[src/rtl/alu_pkg.sv]
// Shared definitions for the ALU arbiter slice: data width, opcodes and
// output-stage state encoding.
package alu_pkg;

    localparam int DATA_W = 4;

    localparam logic [2:0] OP_NEGA = 3'd0;
    localparam logic [2:0] OP_NEGB = 3'd1;
    localparam logic [2:0] OP_ADD  = 3'd2;
    localparam logic [2:0] OP_SUB  = 3'd3;
    localparam logic [2:0] OP_AND  = 3'd4;
    localparam logic [2:0] OP_OR   = 3'd5;
    localparam logic [2:0] OP_MUL  = 3'd6;
    localparam logic [2:0] OP_XOR  = 3'd7;

    typedef enum logic {
        ST_EMPTY = 1'b0,
        ST_FULL  = 1'b1
    } stage_t;

endpackage

[src/rtl/alu4.sv]
// Team 4-bit combinational ALU; every operation wraps mod 16.
module alu4
    import alu_pkg::*;
(
    input  logic [DATA_W-1:0] a,
    input  logic [DATA_W-1:0] b,
    input  logic [2:0]        op,
    output logic [DATA_W-1:0] y
);

    // Opcode decode
    always_comb begin
        y = {DATA_W{1'b0}};
        case (op)
            OP_NEGA: y = {DATA_W{1'b0}} - a;
            OP_NEGB: y = {DATA_W{1'b0}} - b;
            OP_ADD:  y = a + b;
            OP_SUB:  y = a - b;
            OP_AND:  y = a & b;
            OP_OR:   y = a | b;
            OP_MUL:  y = a * b;
            OP_XOR:  y = a ^ b;
            default: y = {DATA_W{1'b0}};
        endcase
    end

endmodule

[src/rtl/alu_rr_pick.sv]
// Two-way round-robin pick: on contention the port that was not granted last wins.
module alu_rr_pick (
    input  logic [1:0] valid,
    input  logic       last,
    output logic [1:0] grant
);

    // Grant selection
    always_comb begin
        grant = 2'b00;
        if (valid == 2'b11) begin
            grant = last ? 2'b01 : 2'b10;
        end else begin
            grant = valid;
        end
    end

endmodule

[src/rtl/alu_arbiter.sv]
// Two-port round-robin front end for the 4-bit ALU with a one-entry result stage.
// Optional res_zero output is enabled by defining ALU_ARB_ZERO_EN.
module alu_arbiter
    import alu_pkg::*;
#(
    parameter int CNT_W = 8
) (
    input  logic              clk,
    input  logic              rst_n,
    input  logic              req0_valid,
    output logic              req0_ready,
    input  logic [3:0]        req0_a,
    input  logic [3:0]        req0_b,
    input  logic [2:0]        req0_op,
    input  logic              req1_valid,
    output logic              req1_ready,
    input  logic [3:0]        req1_a,
    input  logic [3:0]        req1_b,
    input  logic [2:0]        req1_op,
    output logic              res_valid,
    input  logic              res_ready,
    output logic [3:0]        res_data,
    output logic              res_id,
`ifdef ALU_ARB_ZERO_EN
    output logic              res_zero,
`endif
    output logic [CNT_W-1:0]  ops_cnt
);

    stage_t             state_r;
    stage_t             state_nxt_s;
    logic               last_r;
    logic [DATA_W-1:0]  a_r;
    logic [DATA_W-1:0]  b_r;
    logic [2:0]         op_r;
    logic               id_r;
    logic [CNT_W-1:0]   cnt_r;
    logic [1:0]         grant_s;
    logic               load_ok_s;
    logic               hs_s;

    assign load_ok_s  = (state_r == ST_EMPTY) | res_ready;
    assign req0_ready = load_ok_s & grant_s[0];
    assign req1_ready = load_ok_s & grant_s[1];
    // Grant implies valid, so a grant while the stage can load is a handshake.
    assign hs_s       = load_ok_s & (grant_s != 2'b00);

    alu_rr_pick u_pick (
        .valid (({req1_valid, req0_valid})),
        .last  (last_r),
        .grant (grant_s)
    );

    alu4 u_alu (
        .a  (a_r),
        .b  (b_r),
        .op (op_r),
        .y  (res_data)
    );

    // Output stage next-state
    always_comb begin
        state_nxt_s = state_r;
        case (state_r)
            ST_EMPTY: begin
                if (hs_s) begin
                    state_nxt_s = ST_FULL;
                end else begin
                    state_nxt_s = ST_EMPTY;
                end
            end
            ST_FULL: begin
                if (hs_s) begin
                    state_nxt_s = ST_FULL;
                end else if (res_ready) begin
                    state_nxt_s = ST_EMPTY;
                end else begin
                    state_nxt_s = ST_FULL;
                end
            end
            default: state_nxt_s = ST_EMPTY;
        endcase
    end

    // Output stage state register
    always_ff @(posedge clk or negedge rst_n) begin
        if (!rst_n) begin
            state_r <= ST_EMPTY;
        end else begin
            state_r <= state_nxt_s;
        end
    end

    // Operand capture and round-robin pointer update on handshake
    always_ff @(posedge clk or negedge rst_n) begin
        if (!rst_n) begin
            a_r    <= {DATA_W{1'b0}};
            b_r    <= {DATA_W{1'b0}};
            op_r   <= 3'd0;
            id_r   <= 1'b0;
            last_r <= 1'b1;
        end else if (hs_s) begin
            a_r    <= grant_s[1] ? req1_a  : req0_a;
            b_r    <= grant_s[1] ? req1_b  : req0_b;
            op_r   <= grant_s[1] ? req1_op : req0_op;
            id_r   <= grant_s[1];
            last_r <= grant_s[1];
        end
    end

    // Completed-result counter, wraps naturally
    always_ff @(posedge clk or negedge rst_n) begin
        if (!rst_n) begin
            cnt_r <= {CNT_W{1'b0}};
        end else if (res_valid & res_ready) begin
            cnt_r <= cnt_r + CNT_W'(1);
        end
    end

    assign res_valid = (state_r == ST_FULL);
    assign res_id    = id_r;
    assign ops_cnt   = cnt_r;

`ifdef ALU_ARB_ZERO_EN
    assign res_zero  = (res_data == 4'b0000);
`endif

endmodule

[config.mk]
export PLATFORM = sky130hd
export DESIGN_NAME = alu_arbiter
export DESIGN_NICKNAME = d
export VERILOG_FILES = /design/src/rtl/alu_pkg.sv /design/src/rtl/alu4.sv /design/src/rtl/alu_rr_pick.sv /design/src/rtl/alu_arbiter.sv
export SDC_FILE = /design/constraint.sdc
export NUM_CORES = 1
export LEC_CHECK = 0
export BUFFER_PORTS_ARGS = -buffer_cell sky130_fd_sc_hd__buf_2
export CORE_MARGIN = 2
export CORE_UTILIZATION = 48
export DETAILED_ROUTE_END_ITERATION = 7
export PLACE_DENSITY = 0.88
export SETUP_SLACK_MARGIN = 0.4
export SYNTH_ARGS = -nofsm -noshare
export SYNTH_HDL_FRONTEND = slang
export SYNTH_SLANG_ARGS = --single-unit
export TNS_END_PERCENT = 100
[constraint.sdc]
create_clock -name clk -period 3.13 [get_ports clk]
set_input_delay 0.626 -clock clk [delete_from_list [all_inputs] [get_ports clk]]
set_output_delay 0.626 -clock clk [all_outputs]
set_load 0.1 [all_outputs]
==> impl_metrics.sql <==
INSERT INTO impl_metrics (metric_group, metric, value, unit) VALUES
('setup_path', 'timing.critical_path.required', '2.50', 'ns'),
('floorplan', 'core_area', '3340', 'µm²'),
('logic_synthesis', 'post-synth-top-area-cell', 'dfrtp_1', ''),
('detailed_routing', 'avgRoutedWirePerCell', '14.0', 'µm'),
('clock_tree', 'cts_hold_buffers', '0', ''),
('logic_synthesis', 'yosysSeqAreaShare', '0.329', ''),
('global_route', 'antenna_found_initial', '0', ''),
('detailed_routing', 'drt_pre_antenna_iters', '4', ''),
('setup_path', 'r2r_start', 'res_valid$_DFF_PN0_', ''),
('logic_synthesis', 'synthMostInstantiatedCell', 'nor2_1', ''),
('timing', 'finalCriticalPeriod', '3.25', 'ns'),
('placed_design', 'io_buffer_count', '42', ''),
('clock_tree', 'tritoncts', 'built', ''),
('placed_design', 'place_congestion', '0.850', ''),
('timing', 'setup_ws_final', '-0.119', 'ns'),
('clock_tree', 'tritoncts.num_buffers', '3', ''),
('finish', 'syn2layout_area_growth', '35.7', '%'),
('logic_synthesis', 'syn-instance-count', '183', ''),
('setup_path', 'path_class', 'reg -> out', ''),
('logic_synthesis', 'synthFlopType', 'dfrtp_1', ''),
('timing', 'worst_slew_margin_rel', '0.528', ''),
('floorplan', 'dieHeight', '63.1', 'µm'),
('setup_path', 'worst-endpoint-arrival', '2.62', 'ns'),
('logic_synthesis', 'synth_top_area_frac', '0.313', ''),
('timing', 'finalSetupViolCount', '2', ''),
('timing', 'hold_viol_final', '0', ''),
('floorplan', 'effective_utilization_at_floorplan', '0.502', ''),
('timing', 'fmax', '0.308', 'GHz'),
('power_and_ir_drop', 'power.sequential.fraction', '0.222', ''),
('power_and_ir_drop', 'p_clk_frac', '0.077', ''),
('power_and_ir_drop', 'power.switching', '0.00107', 'W'),
('setup_path', 'worstSetupStartpoint', 'b_r[1]$_DFFE_PN0P_', ''),
('timing', 'worstMarginPinSlew', '0.709', 'ns'),
('logic_synthesis', 'yosys_cell_types', '39', ''),
('setup_path', 'critical_path.max_stage_delay', '0.40', 'ns'),
('finish', 'finish.net_count', '285', ''),
('setup_path', 'critical_path.slowest_cell', 'dfrtp_1', ''),
('floorplan', 'top_level_ports', '43', ''),
('run', 'drv.max_cap_violation_count', '0', ''),
('setup_path', 'timing.critical_path.from_type', 'register', ''),
('setup_path', 'crit_path_max_fanout', '2', ''),
('logic_synthesis', 'netlist_area', '1680', 'µm²'),
('floorplan', 'placementRows', '21', ''),
('clock_tree', 'worst_setup_hold_path_clk_slew', '0.11', 'ns'),
('detailed_routing', 'vias_per_std_cell', '5.31', ''),
('logic_synthesis', 'synthTopCellsByArea', 'dfrtp_1, ha_1, mux2i_1', ''),
('logic_synthesis', 'synth-async-reset-ratio', '1.00', ''),
('detailed_routing', 'drt_first_iter_violations', '57', ''),
('timing', 'finClkSkew', '0.00181', 'ns'),
('floorplan', 'die-width', '63.1', 'µm'),
('logic_synthesis', 'synth-seq-cells', '22', ''),
('clock_tree', 'clk_root_buffer_cell', 'clkbuf_4', ''),
('detailed_routing', 'detailroute.via_count', '1509', ''),
('logic_synthesis', 'synth_area_per_cell', '9.16', 'µm²'),
('hold_path', 'worst_hold_path_type', 'in -> async', ''),
('clock_tree', 'cts.sinks', '22', ''),
('setup_path', 'critical_path_buf_inv_count', '3', ''),
('run_status', 'result_of_the_run', 'finished with violations', ''),
('logic_synthesis', 'synth-warning-count', '0', ''),
('timing', 'timing.final.crit_share', '1.04', ''),
('timing', 'totalNegativeSetupSlack', '-0.224', 'ns'),
('clock_tree', 'worstSkewPairLatency', '0.30', 'ns'),
('global_route', 'maximum_number_of_pins_on_one_net_before_global_route_repair', '24', ''),
('finish', 'fillerInstances', '271', ''),
('global_route', 'first_global_vias', '1523', ''),
('power_and_ir_drop', 'powerDensity', '864', 'nW/µm²'),
('run_status', 'violations_in_the_final_reports', 'negative setup slack', ''),
('timing', 'drv_slew', '0', ''),
('logic_synthesis', 'count_of_flip_flops_with_a_built_in_enable_after_synthesis', '0', ''),
('global_route', 'grt_first_pass_wirelength', '6760', 'µm'),
('power_and_ir_drop', 'cellLeakagePower', '1.09', 'nW');
state kept, by name (all words and copies together) (netlist names):
register   flops
res_id         1
ops_cnt        8
last_r         1
a_r            4
op_r           3
res_valid      1
b_r            4
cell type report:
type,instances,area (µm²),area share
well taps,46,57.6,0.0253
flip-flops and latches,22,552,0.242
repair buffers,58,382,0.168
multi-input cells,141,1200,0.527
inverters,13,48.8,0.0214
clock buffers,4,36.3,0.0159
final timing paths:
path / endpoint / slack, ns / depth (start not counted)
max in group asynchronous: last_r$_DFFE_PN1P_ / 2.51 / 1
setup reg to reg: b_r[0]$_DFFE_PN0P_ / 1.63 / 4
setup / recovery: res_data[3] / -0.12 / 12
hold reg to reg: ops_cnt[7]$_DFFE_PN0P_ / 0.49 / 1
min in group clk: ops_cnt[7]$_DFFE_PN0P_ / 0.49 / 1
hold / removal: ops_cnt[7]$_DFFE_PN0P_ / 0.27 / 1
power by group through the flow:
stage          sequential (W)  combinational (W)  clock (W)
2_1_floorplan        0.000743           0.000708          0
3_3_place_gp         0.000434            0.00124          0
3_5_place_dp         0.000438            0.00127          0
4_1_cts              0.000434            0.00136   0.000155
5_1_grt              0.000448            0.00147   0.000168
6_report             0.000436            0.00138   0.000151
cell usage in the layout (no fill, tap or decap), drive strengths merged, types with 2 or more instances in the layout:
cell type   n
and2        2
mux4        2
mux2i      12
ha         18
inv        13
o21a        2
nand2      13
a21oi      15
o21ai       5
nor3        2
mux2        3
xor2        5
xnor2      13
nand2b      2
nand3       4
nor2b       2
dfrtp      21
buf        58
clkbuf      4
nor2       24
metrics by stage:
step           instances  hold WS, ns  power [W]  setup slack [ns]  utilization
6_report             284        0.267    0.00197            -0.119        0.682
5_1_grt              284        0.281    0.00208            -0.268        0.682
4_1_cts              284        0.274    0.00195            -0.100        0.672
3_5_place_dp         276        0.465    0.00171            0.0129        0.637
3_3_place_gp         276        0.457    0.00168            0.0760        0.637
2_1_floorplan        183        0.330    0.00145           -0.0130            -
kinds of logic (layout without fill, tap and decap cells):
group           count (synthesis)  after routing  share of synthesized area
xor+xnor                       18             18                     0.0940
mux                            17             17                      0.119
fa+ha+maj                      19             19                      0.146
buf+inv                        20             75                     0.0463
flops                          22             22                      0.329
simple gates                   53             53                      0.138
compound gates                 34             34                      0.128
metal layers:
| metal | up-vias | wire length, µm | part of all wire | GRT usage |
|---|---|---|---|---|
| met2 | 43 | 2080 | 0.53 | 0.384 |
| met4 | 0 | 35 | 0.0088 | 0.0611 |
| met3 | 6 | 173 | 0.044 | 0.0161 |
| li1 | 739 | - | - | - |
| met5 | - | 0 | 0 | 0 |
| met1 | 721 | 1670 | 0.42 | 0.262 |
timing repair:
| item | CTS | global route |
|---|---|---|
| gates resized for setup | 12 | 9 |
| setup endpoints to repair | 3 | 4 |
| gates cloned | 0 | 0 |
| pin swaps | 5 | 3 |
| setup buffers | 4 | 0 |
Power figures use the tool's default switching activity.
